[config.mk]
export PLATFORM = sky130hd
export DESIGN_NAME = hazard_ctrl
export DESIGN_NICKNAME = d
export VERILOG_FILES = /design/src/rtl/hazard_ctrl.sv
export SDC_FILE = /design/constraint.sdc
export NUM_CORES = 1
export LEC_CHECK = 0
export BUFFER_PORTS_ARGS = -buffer_cell sky130_fd_sc_hd__buf_4
export CAP_MARGIN = 10
export CORE_ASPECT_RATIO = 0.75
export CORE_MARGIN = 5
export CORE_UTILIZATION = 56
export DETAILED_ROUTE_END_ITERATION = 16
export GPL_ROUTABILITY_DRIVEN = 0
export PLACE_DENSITY = 0.85
export RECOVER_POWER = 25
export SYNTH_ARGS = -nofsm -noshare
export SYNTH_HDL_FRONTEND = slang
export SYNTH_SLANG_ARGS = --single-unit
export TNS_END_PERCENT = 5
[constraint.sdc]
create_clock -name CLK -period 5.5 [get_ports CLK]
set_input_delay 1.375 -clock CLK [delete_from_list [all_inputs] [get_ports CLK]]
set_output_delay 1.375 -clock CLK [all_outputs]
set_load 0.05 [all_outputs]
[src/rtl/hazard_ctrl.sv]
`default_nettype none
// ============================================================================
// Module      : hazard_ctrl
// Description : Load-use stall and taken branch/jump wrong-path flush control
//               for the IF/ID and ID/EX stage registers. Also keeps saturating
//               stall and redirect event counters.
// Revision    : 1.0 - initial release
// ============================================================================
module hazard_ctrl #(
    parameter int BR_PENALTY = 2,
    parameter int CNT_W      = 16
) (
    input  logic             CLK,
    input  logic             Clr,
    input  logic [4:0]       D_Rs,
    input  logic [4:0]       D_Rt,
    input  logic             D_UsesRt,
    input  logic [4:0]       E_Rt,
    input  logic             E_MemtoReg,
    input  logic             E_RegWr,
    input  logic             E_Branch,
    input  logic             E_Zero,
    input  logic             E_Jump,
    output logic             PC_Wr,
    output logic             PC_Sel,
    output logic             IF_ID_Wr,
    output logic             IF_ID_Clrn,
    output logic             ID_EX_Clrn,
    output logic             Busy,
    output logic [CNT_W-1:0] Stall_Cnt,
    output logic [CNT_W-1:0] Flush_Cnt
);

    localparam logic [3:0]       c_rem_init = 4'(BR_PENALTY - 1);
    localparam logic             c_multi    = (BR_PENALTY > 1);
    localparam logic [CNT_W-1:0] c_cnt_max  = {CNT_W{1'b1}};

    typedef enum logic [0:0] {
        ST_RUN   = 1'b0,
        ST_FLUSH = 1'b1
    } state_t;

    state_t     r_state;
    state_t     w_state_nxt;
    logic [3:0] r_rem;
    logic [3:0] w_rem_nxt;
    logic       w_redirect;
    logic       w_loaduse;
    logic       w_stall_inc;
    logic       w_flush_inc;

    logic [CNT_W-1:0] r_stall_cnt;
    logic [CNT_W-1:0] r_flush_cnt;

    assign w_redirect = (E_Branch & E_Zero) | E_Jump;
    assign w_loaduse  = E_MemtoReg & E_RegWr & (E_Rt != 5'd0) &
                        ((E_Rt == D_Rs) | (D_UsesRt & (E_Rt == D_Rt)));

    always_comb begin
        PC_Wr       = 1'b1;
        PC_Sel      = 1'b0;
        IF_ID_Wr    = 1'b1;
        IF_ID_Clrn  = 1'b1;
        ID_EX_Clrn  = 1'b1;
        w_state_nxt = r_state;
        w_rem_nxt   = r_rem;
        w_stall_inc = 1'b0;
        w_flush_inc = 1'b0;
        if (Clr) begin
            PC_Wr       = 1'b0;
            IF_ID_Wr    = 1'b0;
            IF_ID_Clrn  = 1'b0;
            ID_EX_Clrn  = 1'b0;
        end else begin
            case (r_state)
                ST_RUN: begin
                    // Redirect wins: the ID instruction is squashed, so a
                    // coincident load-use hazard is irrelevant.
                    if (w_redirect) begin
                        PC_Sel      = 1'b1;
                        IF_ID_Clrn  = 1'b0;
                        ID_EX_Clrn  = 1'b0;
                        w_flush_inc = 1'b1;
                        if (c_multi) begin
                            w_state_nxt = ST_FLUSH;
                            w_rem_nxt   = c_rem_init;
                        end
                    end else if (w_loaduse) begin
                        PC_Wr       = 1'b0;
                        IF_ID_Wr    = 1'b0;
                        ID_EX_Clrn  = 1'b0;
                        w_stall_inc = 1'b1;
                    end
                end
                ST_FLUSH: begin
                    IF_ID_Clrn = 1'b0;
                    ID_EX_Clrn = 1'b0;
                    w_rem_nxt  = r_rem - 4'd1;
                    if (r_rem == 4'd1) begin
                        w_state_nxt = ST_RUN;
                    end
                end
                default: begin
                    w_state_nxt = ST_RUN;
                end
            endcase
        end
    end

    always_ff @(posedge CLK) begin
        if (Clr) begin
            r_state     <= ST_RUN;
            r_rem       <= 4'd0;
            r_stall_cnt <= '0;
            r_flush_cnt <= '0;
        end else begin
            r_state <= w_state_nxt;
            r_rem   <= w_rem_nxt;
            if (w_stall_inc && (r_stall_cnt != c_cnt_max)) begin
                r_stall_cnt <= r_stall_cnt + 1'b1;
            end
            if (w_flush_inc && (r_flush_cnt != c_cnt_max)) begin
                r_flush_cnt <= r_flush_cnt + 1'b1;
            end
        end
    end

    assign Busy      = (r_state == ST_FLUSH);
    assign Stall_Cnt = r_stall_cnt;
    assign Flush_Cnt = r_flush_cnt;

endmodule
`default_nettype wire

==> flow_metrics.py <==
metrics = {
    "run_status": {
        "status": "complete, no violations",
    },
    "synthesis": {
        "syn_area_um2": 2120,
        "yosysTopAreaCell": "dfxtp_1",
        "synth_top_area_share_pct": 34.9,
        "synth_area_leaders": "dfxtp_1, xor2_1, a21oi_1",
        "syn_avg_cell_area_um2": 8.51,
        "synth_edf_count": 0,
        "ys_seq_area_share_pct": 34.9,
        "synth-async-reset-ratio_pct": 0,
        "netlist-cell-type-count": 48,
        "netlist_top_cells_count": "dfxtp_1, nor2_1, a21oi_1",
        "synthFlopType": "dfxtp_1",
        "synth.most_common_cell": "dfxtp_1",
        "synth_nets": 276,
        "synth-seq-cells": 37,
        "ys_warn_count": 0,
        "netlist_instances": 249,
    },
    "timing": {
        "tightest_slew_ns": 0.662,
        "rsz0062_at_grt": "false",
        "setup_violations": 0,
        "report.final.hold_viol_count": 0,
        "finalCriticalPeriod_ns": 4.34,
        "min_period_over_period_pct": 78.8,
        "clock.fmax_mhz": 231,
        "slew_viol_final": 0,
        "fin_skew_ns": 0.00832,
        "relSlewSlack_pct": 55.5,
        "setup-tns-final_ns": 0,
    },
    "cells_and_area": {
        "multiInputGateArea_um2": 1280,
        "drive_gt1_share_pct": 22.2,
        "antenna_cells": 0,
        "nNetsFinal": 332,
        "regArea_um2": 741,
        "fillCellCount": 312,
        "area_delta_synth_final_pct": 24.1,
    },
    "route": {
        "route.detailed.drc": 0,
        "ant_nets": 0,
        "drt_iter0_drc": 234,
        "vias": 2093,
        "firstDrtPassIters": 5,
        "wire_per_inst_um": 14.6,
        "totalWireLength_um": 5210,
        "avgViaCountPerCell": 5.85,
    },
    "clock_tree": {
        "cts_hold_buf": 0,
        "clockRootBuffer": "clkbuf_8",
        "clkTransAtPathRegs_ns": 0.07,
        "cts_max_level": 2,
        "cts.sinks": 37,
        "cts_buffers": 5,
        "post_cts_buffers": 0,
        "cts_tree": "done",
        "cts_resized": 0,
        "clkLatencyLatePin_ns": 0.29,
        "cts_buffer_depth": 2,
    },
    "worst_setup_path": {
        "crit_top_cell": "buf_4",
        "crit_start": "E_Rt[0]",
        "cp.depth": 6,
        "crit_path_cell_trace": "buf_4 -> or3_1 -> o311a_1 -> nor2b_1 -> nor3_1 -> buf_4",
        "cp_num_buf_inv": 2,
        "crit_family": "simple AND/OR/NAND/NOR gates",
        "reg2reg_depth": 5,
        "crit_fanout": 9,
        "max_stage_delay_ns": 0.45,
        "cp-endpoint": "ID_EX_Clrn",
        "arrival_ns": 2.96,
        "end_kind": "output pin",
        "cp-start-kind": "primary input",
        "r2r_slack_ns": 3.33,
        "cp.required_ns": 4.12,
        "worst_path_max_delay_cell": "o311a_1",
        "crit_type": "primary input to output pin",
        "reg2reg_to": "Stall_Cnt[15]",
        "reg2reg_from": "Busy",
    },
    "floorplan": {
        "initial_core_util_pct": 57.9,
        "num_rows": 19,
        "die_w_um": 81.0,
        "dieArea_um2": 5130,
        "core-area_um2": 3660,
        "ios": 61,
        "die_h_um": 63.3,
    },
    "global_routing": {
        "grt_pass1_wl_um": 8880,
        "grt_pass1_vias": 1908,
        "antenna_found_initial": 0,
        "grt-ovfl-total": 0,
        "grt_use_total_pct": 21.4,
        "grt_max_degree": 39,
    },
    "pwr": {
        "p_per_area_nw_per_um2": 229,
        "power.total_uw": 604,
        "vdd_drop_max_mv": 0.144,
        "p_leak_uw": 0.000954,
    },
    "placed_design": {
        "io_buffers": 60,
        "dp_hpwl_um": 3780,
    },
    "run": {
        "cap_viol_max_count": 0,
    },
    "min_path": {
        "worst_hold_path_type": "register to register",
    },
}
==> state kept, by name, indices dropped and copies added, names as in the netlist <==
name / cells
Busy: 1
Stall_Cnt: 16
Flush_Cnt: 16
r_rem: 4
==> cell type report <==
type / count / share of cell area (%)
timing repair buffer: 61 / 15.4
tap: 52 / 2.47
sequential: 37 / 28.2
clock inverter: 2 / 1.43
multi-input combinational: 194 / 48.5
clock buffer: 6 / 3.14
inverter: 6 / 0.856
==> routing by layer <==
metal / vias up / track usage [%] / part of all wire (%)
met4: 0 / 6.12 / 0.86
li1: 1041 / - / -
met3: 6 / 4.84 / 7.0
met2: 77 / 30.5 / 45
met5: - / 0 / 0
met1: 969 / 31.8 / 47
==> kinds of logic (layout without fill, tap and decap cells) <==
group / Yosys count / after routing / share of synthesized area [%]
AO/OA/AOI/OAI: 51 / 51 / 16.0
XOR/XNOR: 18 / 18 / 7.44
adder cells (fa/ha/maj): 4 / 4 / 2.36
buffers and inverters: 18 / 75 / 4.78
flip-flops: 37 / 37 / 34.9
multiplexers: 8 / 8 / 4.19
AND/OR/NAND/NOR: 113 / 113 / 30.3
==> worst min-delay path, stage by stage, from the launching register on <==
cell and delay [ns]:
dfxtp_1 0.33, o21ai_0 0.07, a21oi_1 0.06
==> placed cells by master, fill, tap and decap left out, types with 3 or more instances in the layout <==
cell type,instances
mux2_2,3
nand2_1,13
nand3_1,13
xnor2_1,6
clkbuf_8,6
xor2_1,12
nor2b_1,5
o31ai_1,6
o21ai_0,10
o2111ai_1,3
a21oi_1,18
clkbuf_1,14
mux2i_1,4
nor4_1,7
or2_2,3
nand4_1,13
dfxtp_1,37
a211oi_1,3
or3_1,11
inv_1,6
or4_1,7
nor3_1,7
ha_1,4
nor2_1,23
buf_4,46
==> power breakdown <==
part | internal [uW] | total (uW) | switching [uW]
Combinational | 30.7 | 77.7 | 47.0
Clock | 147 | 246 | 98.1
Sequential | 273 | 280 | 7.41
Total | 451 | 604 | 153
==> worst min-delay path by stage <==
stage / startpoint / endpoint / slack (ns) / cells past startpoint
CTS: Stall_Cnt[13] / Stall_Cnt[13] / 0.51 / 2
global route: Stall_Cnt[15] / Stall_Cnt[15] / 0.55 / 2
finish: Stall_Cnt[13] / Stall_Cnt[13] / 0.51 / 2
floorplan: r_rem[3] / r_rem[3] / 0.45 / 1
detailed placement: r_rem[3] / r_rem[3] / 0.50 / 1
global placement: r_rem[3] / r_rem[3] / 0.47 / 1
==> per-stage QoR <==
step	hold slack [ns]	instances	setup slack, ns	utilization, %	area, um^2
final	0.509	358	1.16	71.9	2630
after global routing	0.549	358	1.04	71.9	2630
after detailed placement	0.498	350	1.15	70.0	2560
after floorplan	0.449	249	0.600	-	2120
after global placement	0.470	350	1.21	70.0	2560
after CTS	0.514	358	1.15	73.3	2680
Power figures use the tool's default switching activity.
